<file path="config.mk">
export PLATFORM = sky130hd
export DESIGN_NAME = morse_sequencer
export DESIGN_NICKNAME = d
export VERILOG_FILES = /design/src/rtl/morse_pkg.sv /design/src/rtl/morse_sequencer_tick_divider.sv /design/src/rtl/morse_sequencer.sv
export SDC_FILE = /design/constraint.sdc
export NUM_CORES = 1
export LEC_CHECK = 0
export CORE_MARGIN = 4
export CORE_UTILIZATION = 32
export DETAILED_ROUTE_END_ITERATION = 12
export PLACE_DENSITY = 0.56
export SKIP_CTS_REPAIR_TIMING = 1
export SLEW_MARGIN = 10
export SYNTH_ARGS = -nofsm -noshare
export SYNTH_HDL_FRONTEND = slang
export SYNTH_HIERARCHICAL = 1
export SYNTH_SLANG_ARGS = --single-unit
</file>
<file path="constraint.sdc">
create_clock -name clock -period 3.7 [get_ports clock]
set_input_delay 0.37 -clock clock [delete_from_list [all_inputs] [get_ports clock]]
set_output_delay 0.37 -clock clock [all_outputs]
set_load 0.005 [all_outputs]
</file>
<file path="src/rtl/morse_pkg.sv">
// Shared encodings for the Morse sequencer: FSM states, symbol timing and the
// per-letter symbol table.
package morse_pkg;

  // Controller states.
  typedef enum logic [1:0] {
    IDLE  = 2'd0,
    MARK  = 2'd1,
    SPACE = 2'd2
  } state_t;

  // Symbol lengths in Morse units.
  localparam int DASH_UNITS = 3;
  localparam int DOT_UNITS  = 1;

  // One letter's stored code: symbol count (1..4) and pattern.
  // In the pattern, 1 = dash and bit 0 is the first symbol sent.
  typedef struct packed {
    logic [2:0] length;
    logic [3:0] pattern;
  } letter_t;

  // Letter table, select 0..7 = A..H.
  function automatic letter_t letter_lut(input logic [2:0] sel);
    letter_t code;
    case (sel)
      3'd0:    code = '{length: 3'd2, pattern: 4'b0010}; // A .-
      3'd1:    code = '{length: 3'd4, pattern: 4'b0001}; // B -...
      3'd2:    code = '{length: 3'd4, pattern: 4'b0101}; // C -.-.
      3'd3:    code = '{length: 3'd3, pattern: 4'b0001}; // D -..
      3'd4:    code = '{length: 3'd1, pattern: 4'b0000}; // E .
      3'd5:    code = '{length: 3'd4, pattern: 4'b0100}; // F ..-.
      3'd6:    code = '{length: 3'd3, pattern: 4'b0011}; // G --.
      default: code = '{length: 3'd4, pattern: 4'b0000}; // H ....
    endcase
    return code;
  endfunction

endpackage

</file>
<file path="src/rtl/morse_sequencer_tick_divider.sv">
// Rate divider: pulses tick for one cycle every TICK_COUNT cycles, restarting
// its count from zero whenever clear is asserted.
module tick_divider #(
  parameter int TICK_COUNT = 25000000,
  parameter int TICK_W     = 25
) (
  input  logic clock,
  input  logic reset,
  input  logic clear,
  output logic tick
);

  localparam logic [TICK_W-1:0] LAST = TICK_W'(TICK_COUNT - 1);

  logic [TICK_W-1:0] count;

  // tick is combinational so the controller can act on the same edge the
  // counter wraps; it must not depend on clear (clear is derived from tick).
  assign tick = (count == LAST);

  // Free-running cycle counter with synchronous clear and wrap at LAST.
  always_ff @(posedge clock or posedge reset) begin
    if (reset) begin
      count <= '0;
    end else if (clear || (count == LAST)) begin
      count <= '0;
    end else begin
      count <= count + TICK_W'(1);
    end
  end

endmodule

</file>
<file path="src/rtl/morse_sequencer.sv">
// Morse letter sequencer: on start, latches the selected letter's code and
// plays it on morse_out as timed marks (dot = 1 unit, dash = 3 units)
// separated by one-unit spaces, then pulses done.
//
// Start/busy handshake: start is sampled only on edges where busy is low
// (state IDLE); a high sample launches a letter and busy rises on that same
// edge. While busy is high start is ignored (no queueing). busy falls on the
// edge that raises done, so a held start relaunches one cycle later.
module morse_sequencer
  import morse_pkg::*;
#(
  parameter int TICK_COUNT = 25000000,
  parameter int TICK_W     = 25
) (
  input  logic       clock,
  input  logic       reset,
  input  logic [2:0] letter,
  input  logic       start,
  output logic       morse_out,
  output logic       busy,
  output logic       done
);

  state_t     state, state_n;
  logic [3:0] pattern, pattern_n;
  logic [2:0] length, length_n;
  logic [1:0] index, index_n;
  logic [1:0] units, units_n;
  logic       morse_out_n, busy_n, done_n;
  logic       tick, clear;
  logic [1:0] unit_last;
  logic       last_symbol;
  letter_t    code;

  // Counter restarts on every state change and stays parked at 0 in IDLE.
  assign clear = (state_n != state) || (state == IDLE);

  tick_divider #(
    .TICK_COUNT (TICK_COUNT),
    .TICK_W     (TICK_W)
  ) u_tick (
    .clock (clock),
    .reset (reset),
    .clear (clear),
    .tick  (tick)
  );

  assign code        = letter_lut(letter);
  assign unit_last   = pattern[index] ? 2'(DASH_UNITS - 1) : 2'(DOT_UNITS - 1);
  assign last_symbol = ({1'b0, index} == (length - 3'd1));

  // Next-state, datapath and registered-output values.
  always_comb begin
    state_n   = state;
    pattern_n = pattern;
    length_n  = length;
    index_n   = index;
    units_n   = units;
    done_n    = 1'b0;
    case (state)
      IDLE: begin
        if (start) begin
          pattern_n = code.pattern;
          length_n  = code.length;
          index_n   = 2'd0;
          units_n   = 2'd0;
          state_n   = MARK;
        end
      end
      MARK: begin
        if (tick) begin
          if (units == unit_last) begin
            units_n = 2'd0;
            if (last_symbol) begin
              state_n = IDLE;
              done_n  = 1'b1;
            end else begin
              state_n = SPACE;
            end
          end else begin
            units_n = units + 2'd1;
          end
        end
      end
      SPACE: begin
        if (tick) begin
          index_n = index + 2'd1;
          units_n = 2'd0;
          state_n = MARK;
        end
      end
      default: begin
        state_n = IDLE;
      end
    endcase
    morse_out_n = (state_n == MARK);
    busy_n      = (state_n != IDLE);
  end

  // State, letter storage and output registers.
  always_ff @(posedge clock or posedge reset) begin
    if (reset) begin
      state     <= IDLE;
      pattern   <= '0;
      length    <= '0;
      index     <= '0;
      units     <= '0;
      morse_out <= 1'b0;
      busy      <= 1'b0;
      done      <= 1'b0;
    end else begin
      state     <= state_n;
      pattern   <= pattern_n;
      length    <= length_n;
      index     <= index_n;
      units     <= units_n;
      morse_out <= morse_out_n;
      busy      <= busy_n;
      done      <= done_n;
    end
  end

endmodule

</file>
# == After elaboration in Yosys (flattened, before gate mapping) ==
# Cells that the tools add are included.
# op_classes
n_eq_ne,16
n_addsub,4
n_lt_le_gt_ge,1
n_mux,22
n_reduce_logical,10
# op_table
cell,n
one-hot mux 7 bit (7 select lines),1
adder 25 x 1 -> 25 bit (second input constant),1
== test 25 bit (second input constant),1
2-to-1 mux 25 bit,1
2-to-1 mux 2 bit,11
one-hot mux 2 bit (3 select lines),2
== test 3 bit (second input constant),3
== test 3 x 2 -> 1 bit (second input constant),2
inequality test 2 bit (second input constant),3
2-to-1 mux 1 bit,5
adder 2 x 1 -> 2 bit (second input constant),2
== test 2 x 1 -> 1 bit (second input constant),2
one-hot mux 2 bit (2 select lines),1
AND reduction 4 bit,1
nonzero test 2 bit,2
== test 2 x 3 -> 1 bit,1
== test 3 x 1 -> 1 bit (second input constant),1
zero test 3 bit,1
< comparator 2 x 3 -> 1 bit (second input constant),1
AND reduction 3 bit,1
nonzero test 3 bit,1
subtractor 3 x 1 -> 3 bit (second input constant),1
binary-select mux 1 bit (select 2 bit),1
== test 2 bit,1
5 further kinds,6
# word_totals
word_cells,62
output_inout_bits,3
regBits,41

# == Longest topological paths before layout ==
# depth
ltp_word,11
ltp_mapped,13
mapped_depth_nobuf,11

# == By module ==
# Netlist, hierarchy kept.
# modules_own_cells
mod,instances,cells_per_inst,area_per_inst_um2,seq_area_each_um2
tick_divider,1,139,1282.5,625.6
morse_sequencer,1,99,935.9,375.4

# == Worst setup path before layout ==
# Ideal clock, no wire load.
# synth_timing
path_kind,register -> register
startpoint,register u_tick.count[10]
endpoint,register u_tick.count[10]
slack_ps,1005
arrival_time_ps,2574
stages_incl_launch_ff,12
setup_time_ps,122
cell_sequence,dfrtp_1 > or4_1 > nor4_1 > buf_2 > nor4b_1 > mux2_4 > a211oi_4 > a21boi_0 > inv_1 > o41ai_2 > buf_2 > nor2_1
# synth_via
elab_chain_cells,7
# synth_lines
item,line,rtl
start: declaration,morse_sequencer_tick_divider.sv:15,logic [TICK_W-1:0] count;
start signal: assignment,morse_sequencer_tick_divider.sv:28,count <= count + TICK_W'(1);
== test 25 bit *,morse_sequencer_tick_divider.sv:19,assign tick = (count == LAST);
named net tick,morse_sequencer.sv:30,"logic tick, clear;"
"2-to-1 mux 2 bit, on equally long branches","morse_sequencer.sv:86, morse_sequencer.sv:71",
one-hot mux 2 bit (3 select lines) *,morse_sequencer.sv:60,case (state)
inequality test 2 bit *,morse_sequencer.sv:36,assign clear = (state_n != state) || (state == IDLE);
logical OR 1 bit *,morse_sequencer.sv:36,
named net clear,morse_sequencer.sv:30,
logical OR 1 bit *,morse_sequencer_tick_divider.sv:25,end else if (clear || (count == LAST)) begin
2-to-1 mux 25 bit *,morse_sequencer_tick_divider.sv:25,
# The timed path passes the listed nets; every way through them passes the cells marked *.
# A chain may end at the register's enable or synchronous reset.

# == Worst setup path in the final report ==
# layout_timing
startpoint,register u_tick.count[7]
endpoint,register u_tick.count[5]
# Same word-level chain as after synthesis.

==> reports/qor.yml <==
status: "completed"
wl_per_cell_um: 12.8
hold_viol: 0
vias_per_cell: 5.15
cts_buffers: 5
period_share_pct: 83.1
fin_worst_skew_ns: 0.00757
crit_slowest_cell: "or4_1"
synth.avg_cell_area_um2: 9.32
grt_pass1_wl_um: 7360
cts_tree: "done"
async_flop_share_pct: 100
worst_ep_required_time_ns: 3.88
multi_input_area_mm2: 0.00112
min_period_ns: 3.08
ios: 9
synth_area_mm2: 0.00222
grt_pass1_vias: 1597
finalNetCount: 252
num_rows: 30
rsz0062_at_grt: "no"
ir_worst_vdd_v: 0.000172
firstDrtPassIters: 4
drt_iter0_drc: 57
numPortBuffers: 8
hp-class: "in2async"
setup-violations-final: 0
hpwlAfterDp_um: 2890
ys_warn_count: 6
synthCells: 238
grt_max_degree: 26
final_antenna_net_count: 0
finalSetupTns_ns: 0
cts-root-buf: "clkbuf_8"
startpoint_type: "register"
drive_above_1_share_pct: 7.76
antenna_found_initial: 0
fmax_mhz: 325
synth_cell_type_count: 44
fillers: 679
worstPathCellList: "or4_1 > nor4_1 > and2b_1 > and4_1 > a211oi_4 > a21boi_0 > inv_1 > o41ai_4 > buf_4 > nor2_1"
design.die.area_mm2: 0.00833
maxCapViolCount: 0
ys.flop_type: "dfrtp_1"
die_w_um: 91.3
final_common_cell: "dfrtp_1"
r2r_cells: 10
synth_edf_count: 0
core_area_mm2: 0.00676
register_area_mm2: 0.00100
synth_nets: 246
whs_ns: 0.451
leakage_nw: 1.01
layout_common_cells: "dfrtp_1, nor2_1, a21oi_1, nand2_1, xnor2_1"
start_util_pct: 32.8
htree_levels: 2
relSlewSlack_pct: 36.1
crit_path_end_kind: "register"
powerDensity_mw_per_mm2: 427
slew_viol_final: 0
arrival_ns: 3.26
gp_congestion: 0.795
crit_fanout: 17
crit_type: "reg2reg"
clock_latency_ns: 0.29
ys_ff_latch: 40
clockBufferDepth: 2
finalWirelength_um: 4160
drc: 0
path_clk_slew_ns: 0.08
worstMarginPinSlew_ns: 0.958
gr-total-overflow: 0
area_growth_syn_to_layout_pct: 11.7
clock_sinks: 40
fp.dieH_um: 91.3
antenna_cells: 0
crit_path_max_incr_delay_ns: 0.60
yosysSeqAreaShare_pct: 45.1
grtUsageTotal_pct: 10.7
vias: 1674
-- area by class of cell --
type / count / area share (%)
clock inverter: 3 / 1.72
tap: 80 / 4.04
clock buffer: 5 / 2.78
inverter: 11 / 1.67
sequential: 40 / 40.4
timing repair buffer: 11 / 4.14
multi-input combinational: 175 / 45.3
-- where the power goes --
group	internal, W	switching [W]
logic	0.0000709	0.0000815
clock network	0.000200	0.000159
registers	0.000487	0.0000604
-- cells by family after synthesis --
kind of cell	after synthesis	synth area share (%)
DFF	40	45.1
buffers and inverters	23	4.79
AOI/OAI and AO/OA	45	13.5
xor gates and xnor gates	19	7.50
muxes	7	3.55
and+or+nand+nor	102	24.4
adders and majority gates	2	1.13
-- registers in the layout (all words and copies together) (netlist names) --
register      flops
u_tick/count     25
length            3
units             2
index             2
state             2
done              1
busy              1
pattern           3
morse_out         1
-- synth_stat cells (3+ instances only) --
master | instances | area [um^2]
a21oi_1 | 19 | 95.1
a31oi_1 | 3 | 18.8
buf_2 | 7 | 35.0
dfrtp_1 | 40 | 1000
inv_1 | 11 | 41.3
mux2i_1 | 5 | 50.1
nand2_1 | 17 | 63.8
nand3_1 | 10 | 50.1
nand4_1 | 5 | 31.3
nor2_1 | 27 | 101
nor2b_1 | 6 | 37.5
nor3_1 | 6 | 30.0
o21a_1 | 3 | 22.5
o21ai_0 | 7 | 35.0
o31ai_1 | 7 | 52.6
or3_1 | 6 | 37.5
or4_1 | 9 | 67.6
xnor2_1 | 14 | 123
xor2_1 | 5 | 43.8
-- through the flow --
step                std cells  setup slack [ns]  cell area [um^2]  utilization, %  total power (W)
floorplan                 238              1.00              2220               -         0.000665
global placement          317             0.712              2370            35.0         0.000705
detailed placement        317             0.653              2370            35.0         0.000710
CTS                       325             0.650              2480            36.7          0.00107
global route              325             0.465              2480            36.7          0.00112
finish                    325             0.624              2480            36.7          0.00106
-- path summary, 6_finish.rpt --
path                                  from          endpoint  slack, ns
min                                  reset        pattern[0]       0.45
min in group clock         u_tick/count[0]   u_tick/count[0]       0.49
max in group asynchronous            reset  u_tick/count[24]       2.49
max reg2reg                u_tick/count[7]   u_tick/count[5]       0.62
max                        u_tick/count[7]   u_tick/count[5]       0.62
min reg2reg                u_tick/count[0]   u_tick/count[0]       0.49
-- worst max-delay path: cells and delay by family, from the launching register on --
| kind | cells | cell delay [ns] |
|---|---|---|
| flip-flops | 1 | 0.44 |
| AO/OA/AOI/OAI | 3 | 0.38 |
| buffers and inverters | 2 | 0.42 |
| AND/OR/NAND/NOR | 5 | 1.69 |
-- per-layer routing --
| metal | GRT usage [%] | routed length, um |
|---|---|---|
| met1 | 14.8 | 2120 |
| met2 | 16.4 | 1870 |
| met5 | 0 | 0 |
| met4 | 4.15 | 73 |
| met3 | 2.24 | 102 |
Power figures use the tool's default switching activity.
